--- src/rtl/mips_pkg.sv ---
// rtl/mips_pkg.sv - shared widths and MEM-stage state encoding for the 16-bit pipeline
package mips_pkg;

    localparam int DW = 16;
    localparam int RW = 3;

    typedef enum logic {
        IDLE = 1'b0,
        WAIT = 1'b1
    } mem_state_e;

endpackage

--- src/rtl/mem_wb_reg.sv ---
// rtl/mem_wb_reg.sv - MEM/WB pipeline register with synchronous reset and bubble insertion
module mem_wb_reg #(
    parameter int DW = mips_pkg::DW,
    parameter int RW = mips_pkg::RW
) (
    input  logic          clk,
    input  logic          rst,
    input  logic          bubble_i,
    input  logic [DW-1:0] inst_d,
    input  logic [DW-1:0] wb_data_d,
    input  logic          wr_en_d,
    input  logic [RW-1:0] write_addr_d,
    output logic [DW-1:0] inst_q,
    output logic [DW-1:0] wb_data_q,
    output logic          wr_en_q,
    output logic [RW-1:0] write_addr_q
);

    // A bubble is an all-zero slot so writeback sees a harmless no-op.
    always_ff @(posedge clk) begin
        if (rst || bubble_i) begin
            inst_q       <= '0;
            wb_data_q    <= '0;
            wr_en_q      <= 1'b0;
            write_addr_q <= '0;
        end else begin
            inst_q       <= inst_d;
            wb_data_q    <= wb_data_d;
            wr_en_q      <= wr_en_d;
            write_addr_q <= write_addr_d;
        end
    end

endmodule

--- src/rtl/mem_access_stage.sv ---
// rtl/mem_access_stage.sv - MEM stage: data-memory req/ack handshake, stall, timeout and MEM/WB update
module mem_access_stage #(
    parameter int DW      = mips_pkg::DW,
    parameter int RW      = mips_pkg::RW,
    parameter int TIMEOUT = 15
) (
    input  logic          clk,
    input  logic          rst,
    input  logic [DW-1:0] inst_in,
    input  logic [DW-1:0] res_in,
    input  logic [DW-1:0] store_data_in,
    input  logic          wr_en_in,
    input  logic          mem_store_in,
    input  logic          wb_mem_select_in,
    input  logic [RW-1:0] write_addr_in,
    output logic          dmem_req,
    output logic          dmem_we,
    output logic [DW-1:0] dmem_addr,
    output logic [DW-1:0] dmem_wdata,
    input  logic          dmem_ack,
    input  logic [DW-1:0] dmem_rdata,
    output logic          stall,
    input  logic          err_clr,
    output logic          bus_err,
    output logic [DW-1:0] inst_out,
    output logic [DW-1:0] wb_data_out,
    output logic          wr_en_out,
    output logic [RW-1:0] write_addr_out
);

    import mips_pkg::*;

    localparam int CW = $clog2(TIMEOUT + 1);

    mem_state_e    state_q, state_d;
    logic [CW-1:0] cnt_q, cnt_d;
    logic          bus_err_q, bus_err_d;

    logic          mem_op;
    logic          is_load;
    logic          at_limit;
    logic          complete;
    logic          timeout;
    logic          bubble;
    logic [DW-1:0] wb_data_d;

    assign mem_op   = mem_store_in | wb_mem_select_in;
    assign is_load  = wb_mem_select_in & ~mem_store_in;
    assign at_limit = (state_q == WAIT) && (cnt_q == CW'(TIMEOUT - 1));
    assign complete = mem_op & (dmem_ack | at_limit);
    // An ack arriving on the last allowed cycle still counts as a real completion.
    assign timeout  = mem_op & at_limit & ~dmem_ack;

    always_ff @(posedge clk) begin
        if (rst) begin
            state_q   <= IDLE;
            cnt_q     <= '0;
            bus_err_q <= 1'b0;
        end else begin
            state_q   <= state_d;
            cnt_q     <= cnt_d;
            bus_err_q <= bus_err_d;
        end
    end

    always_comb begin
        state_d   = state_q;
        cnt_d     = cnt_q;
        bus_err_d = bus_err_q;
        if (err_clr) begin
            bus_err_d = 1'b0;
        end
        if (timeout) begin
            bus_err_d = 1'b1;
        end
        case (state_q)
            IDLE: begin
                if (mem_op && !dmem_ack) begin
                    state_d = WAIT;
                    cnt_d   = '0;
                end
            end
            WAIT: begin
                if (complete || !mem_op) begin
                    state_d = IDLE;
                end else begin
                    cnt_d = cnt_q + 1'b1;
                end
            end
        endcase
    end

    always_comb begin
        dmem_req  = ~rst & mem_op;
        dmem_we   = mem_store_in;
        stall     = mem_op & ~complete;
        bubble    = mem_op & ~complete;
        wb_data_d = is_load ? (dmem_ack ? dmem_rdata : '0) : res_in;
    end

    assign dmem_addr  = res_in;
    assign dmem_wdata = store_data_in;
    assign bus_err    = bus_err_q;

    mem_wb_reg #(
        .DW (DW),
        .RW (RW)
    ) u_mem_wb_reg (
        .clk          (clk),
        .rst          (rst),
        .bubble_i     (bubble),
        .inst_d       (inst_in),
        .wb_data_d    (wb_data_d),
        .wr_en_d      (wr_en_in),
        .write_addr_d (write_addr_in),
        .inst_q       (inst_out),
        .wb_data_q    (wb_data_out),
        .wr_en_q      (wr_en_out),
        .write_addr_q (write_addr_out)
    );

endmodule

--- config.mk ---
export PLATFORM = sky130hd
export DESIGN_NAME = mem_access_stage
export DESIGN_NICKNAME = d
export VERILOG_FILES = /design/src/rtl/mips_pkg.sv /design/src/rtl/mem_wb_reg.sv /design/src/rtl/mem_access_stage.sv
export SDC_FILE = /design/constraint.sdc
export NUM_CORES = 1
export LEC_CHECK = 0
export BUFFER_PORTS_ARGS = -buffer_cell sky130_fd_sc_hd__buf_4
export CAP_MARGIN = 20
export CELL_PAD_IN_SITES_DETAIL_PLACEMENT = 0
export CELL_PAD_IN_SITES_GLOBAL_PLACEMENT = 1
export CORE_UTILIZATION = 28
export DETAILED_ROUTE_END_ITERATION = 10
export PLACE_DENSITY_LB_ADDON = 0.1
export SLEW_MARGIN = 10
export SYNTH_ARGS = -nofsm -noshare
export SYNTH_HDL_FRONTEND = slang
export SYNTH_SLANG_ARGS = --single-unit
--- constraint.sdc ---
create_clock -name clk -period 2.4 [get_ports clk]
set_input_delay 0.24 -clock clk [delete_from_list [all_inputs] [get_ports clk]]
set_output_delay 0.24 -clock clk [all_outputs]
set_load 0.01 [all_outputs]
==> results.md <==
| Step | Metric | Value |
|:---|:---|:---|
| run status | Result of the run | complete, no violations |
| cts | Post-CTS Setup Inserts | 0 |
| sta | Slew at the pin with the worst max-slew slack | 0.667 ns |
| cts | Clk Latency, worst-skew pair | 0.28 ns |
| power and ir drop | Cell leakage power | 1.18 nW |
| setup path | Slowest cell on crit path | dfxtp_1 |
| sta | Final cycle utilization of the critical path | 70.9% |
| power and ir drop | Part of the total power dissipated in combinational logic | 17.7% |
| logic synthesis | Post-synthesis instance area | 0.00179 sq mm |
| drt | Avg Vias per Cell | 4.28 |
| cts | Master cell of the clock root buffer | clkbuf_8 |
| setup path | Classification of the worst setup path | flip-flop to output port |
| floorplanning | Die Footprint | 0.00672 sq mm |
| logic synthesis | Synthesis Warnings | 0 |
| power and ir drop | Switching share of power | 24.7% |
| setup path | List of cells traversed by the critical path | inv_1 -> ha_1 -> and4_1 -> nor2_1 -> buf_4 |
| floorplanning | Horizontal die dimension | 82.0 um |
| sta | Setup Viol. Count Final | 0 |
| setup path | Worst reg2reg path endpoint | u_mem_wb_reg.inst_q[9]$_SDFF_PP0_ |
| sta | Final Max Slew Viols | 0 |
| sta | Relative max-transition margin | 55.5% |
| cells and area | Antenna fix cells | 0 |
| sta | Peak Freq | 588 MHz |
| power and ir drop | P_int | 1.07 mW |
| cts | TritonCTS clock tree | built |
| place | Port-buffer cells | 113 |
| power and ir drop | Final total power | 1.41 mW |
| logic synthesis | Synthesized area per cell | 9.48 sq um |
| drt | Remaining number of nets flagged by the antenna check after routing | 0 |
| drt | Wire length per cell | 12.6 um |
| sta | Unrepaired setup endpoints after global routing | no |
| logic synthesis | Synthesized net count | 265 |
| place | RePlAce Congestion | 0.714 |
| floorplanning | Floorplan row count | 28 |
| power and ir drop | Sequential share of power | 52.2% |
| logic synthesis | Post-synthesis register bit count | 42 |
| grt | Largest net degree at the start of global routing | 21 |
| logic synthesis | Dominant cells by area after synthesis | dfxtp_1 47%, buf_4 16%, and2_1 7.0% |
| cts | Bufs on Longest Clock Path | 2 |
| setup path | Slack of the worst reg-to-reg path | 0.77 ns |
| cts | Cts-stage hold buffer count | 0 |
| drt | Length of the first detailed-routing pass in iterations | 4 |
| cts | H-tree depth | 2 |
| cells and area | Final instance count without filler cells | 341 |
| cells and area | Final Cell Area | 0.00250 sq mm |
| place | # placed instances | 334 |
| cts | Cells resized by post-CTS repair | 0 |
| setup path | Cell count along the critical path | 5 |
| run | Number of maximum-capacitance violations | 0 |
| sta | Final-layout worst hold slack | 0.153 ns |
| logic synthesis | Mapped Cells | 189 |
| drt | Wirelength, routed | 4290 um |
| setup path | Critical R2R Launch | cnt_q[0]$_SDFFE_PP0P_ |
| min path | Class of the tightest hold or removal check | input port to flip-flop |
| setup path | Kind of cell adding the most delay to the critical path | simple AND/OR/NAND/NOR gates |
| setup path | Endpoint required time on the critical path | 2.16 ns |
| logic synthesis | Sequential element share of the synthesized area | 46.9% |
| power and ir drop | Relative contribution of the clock network to total power | 30.1% |
| setup path | Biggest cell delay along the critical path | 0.37 ns |
| setup path | Worst R2R Path Depth | 5 |
| power and ir drop | VDD IR max | 0.208 mV |
| grt | GRT Util Overall | 12.1% |
| logic synthesis | Top-area cell type share of the netlist area | 46.9% |
| cts | Clock-pin transition on the worst setup and hold timing paths | 0.08 ns |
| place | Placed cell area | 0.00242 sq mm |
| power and ir drop | Net switching power figure | 0.349 mW |
| setup path | Critical Path Source | cnt_q[0]$_SDFFE_PP0P_ |
| cells and area | Area Growth Syn to Fin | 39.7% |
| drt | Via total after detailed routing | 1461 |
| min path | Endpoint of the worst hold path | u_mem_wb_reg.inst_q[15]$_SDFF_PP0_ |
| grt | Number of antenna violations at the first check in global routing | 0 |
| setup path | Crit path buf inv count | 2 |
| drt | # DRC | 0 |
| grt | Via count of the first global-routing pass | 1256 |
| setup path | Type of element launching the critical path | flip-flop |
| setup path | Largest fanout on the critical path | 5 |
| min path | Hold path startpoint | inst_in[15] |
| power and ir drop | Power per unit of standard cell area | 565 mW/mm^2 |
| min path | Worst hold path depth | 2 |
| setup path | Endpoint kind of the worst setup timing path | output port |
| cells and area | Count of nets after finishing | 342 |
| logic synthesis | Area leader, netlist | dfxtp_1 |
| sta | Sum of negative setup slack | 0 ns |
| grt | Total congestion overflow | 0 |
| sta | Count of final hold-check violations | 0 |
| drt | Initial drt markers | 17 |
| place | Dpl hpwl | 3190 um |
| floorplanning | Effective utilization at floorplan | 29.6% |
| cells and area | Number of fill cells | 621 |
| floorplanning | Die boundary height | 82.0 um |
| setup path | Data arrival time of the critical path | 1.46 ns |
| grt | Global-route wire length before repair | 6000 um |
| cts | Sinks on the clock net | 42 |
| floorplanning | Standard cell core area | 0.00606 sq mm |
| sta | Final worst path period need | 1.70 ns |
| cts | Cts bufs inserted | 5 |
| sta | Worst clock skew | 0.00375 ns |
| logic synthesis | Number of unique standard cell types used by synthesis | 28 |
| floorplanning | Count of pins on the block boundary | 146 |
| cells and area | Layout cells sized above 1 | 50.8% |
[placed cells by master, fill, tap and decap left out, types with 2 or more instances in the layout]
| master | synthesis | routed |
|---|---|---|
| buf_4 | 37 | 114 |
| dfxtp_1 | 42 | 42 |
| nand2_1 | 20 | 20 |
| and2_1 | 20 | 20 |
| nand3_1 | 16 | 16 |
| a21oi_2 | 11 | 11 |
| a21oi_1 | 9 | 9 |
| clkbuf_8 | 0 | 5 |
| nor2_1 | 4 | 4 |
| nand4b_1 | 3 | 3 |
| o21ai_0 | 2 | 2 |
| a21o_1 | 2 | 2 |
| a31oi_1 | 2 | 2 |
| nor2b_1 | 2 | 2 |
| ha_1 | 2 | 2 |
| clkinv_2 | 0 | 2 |
[cells by family (layout without fill, tap and decap cells)]
kind of cell | Yosys count | in the layout | share of synthesized area, %
AO/OA/AOI/OAI | 29 | 29 | 12.2
adder cells (fa/ha/maj) | 2 | 2 | 1.40
buffers and inverters | 45 | 122 | 17.9
flip-flops | 42 | 42 | 46.9
AND/OR/NAND/NOR | 71 | 71 | 21.6
[flip-flops by register name, indices dropped and copies added (netlist names)]
name	count
u_mem_wb_reg.wb_data_q	16
u_mem_wb_reg.write_addr_q	3
state_q	1
u_mem_wb_reg.wr_en_q	1
u_mem_wb_reg.inst_q	16
cnt_q	4
bus_err	1
[power by group through the flow]
stage	combinational (mW)	sequential (mW)	clock, mW
floorplan	0.132	0.770	0
global route	0.272	0.743	0.485
detailed placement	0.253	0.755	0
global placement	0.256	0.755	0
CTS	0.254	0.739	0.455
finish	0.250	0.739	0.426
[worst reg2reg max path, cell delays in order (launching register included)]
cell     delay [ns]
dfxtp_1        0.34
inv_1          0.08
ha_1           0.20
nand4_4        0.16
a21oi_2        0.58
and2_1         0.22
[layer usage]
layer	wire (um)	up-vias	GRT usage, %
met5	0	-	0
met4	85	0	5.61
met3	487	14	5.33
met2	1920	80	18.5
met1	1800	626	14.3
li1	-	741	-
[layout make-up]
type | count | area [sq um] | area share (%)
well taps | 75 | 93.8 | 3.75
flip-flops and latches | 42 | 841 | 33.6
clock buffers | 5 | 68.8 | 2.75
inverters | 1 | 3.75 | 0.150
multi-input cells | 102 | 631 | 25.2
clock inverters | 2 | 10.0 | 0.400
repair buffers | 114 | 856 | 34.2
[stage by stage]
stage | worst slack (ns) | util, %
2_1_floorplan | 1.12 | -
3_3_place_gp | 0.809 | 40.0
3_5_place_dp | 0.762 | 40.0
4_1_cts | 0.684 | 41.3
5_1_grt | 0.574 | 41.3
6_report | 0.699 | 41.3
[synthesized netlist by cell type (all sizes together)]
cell	instances
a21o	3
a21oi	20
a31oi	2
and2	20
and3	1
and4	1
buf	40
clkbuf	4
dfxtp	42
ha	2
inv	1
nand2	20
nand2b	1
nand3	16
nand4	2
nand4b	3
nor2	4
nor2b	2
nor3	1
o21ai	2
o21ba	1
o21bai	1
[worst max path at each step]
stage and endpoint:
2_1_floorplan stall, 3_5_place_dp u_mem_wb_reg.inst_q[14]$_SDFF_PP0_, 4_1_cts stall, 6_report stall, 5_1_grt u_mem_wb_reg.inst_q[9]$_SDFF_PP0_, 3_3_place_gp u_mem_wb_reg.inst_q[8]$_SDFF_PP0_
(Power assumes the default switching activity.)
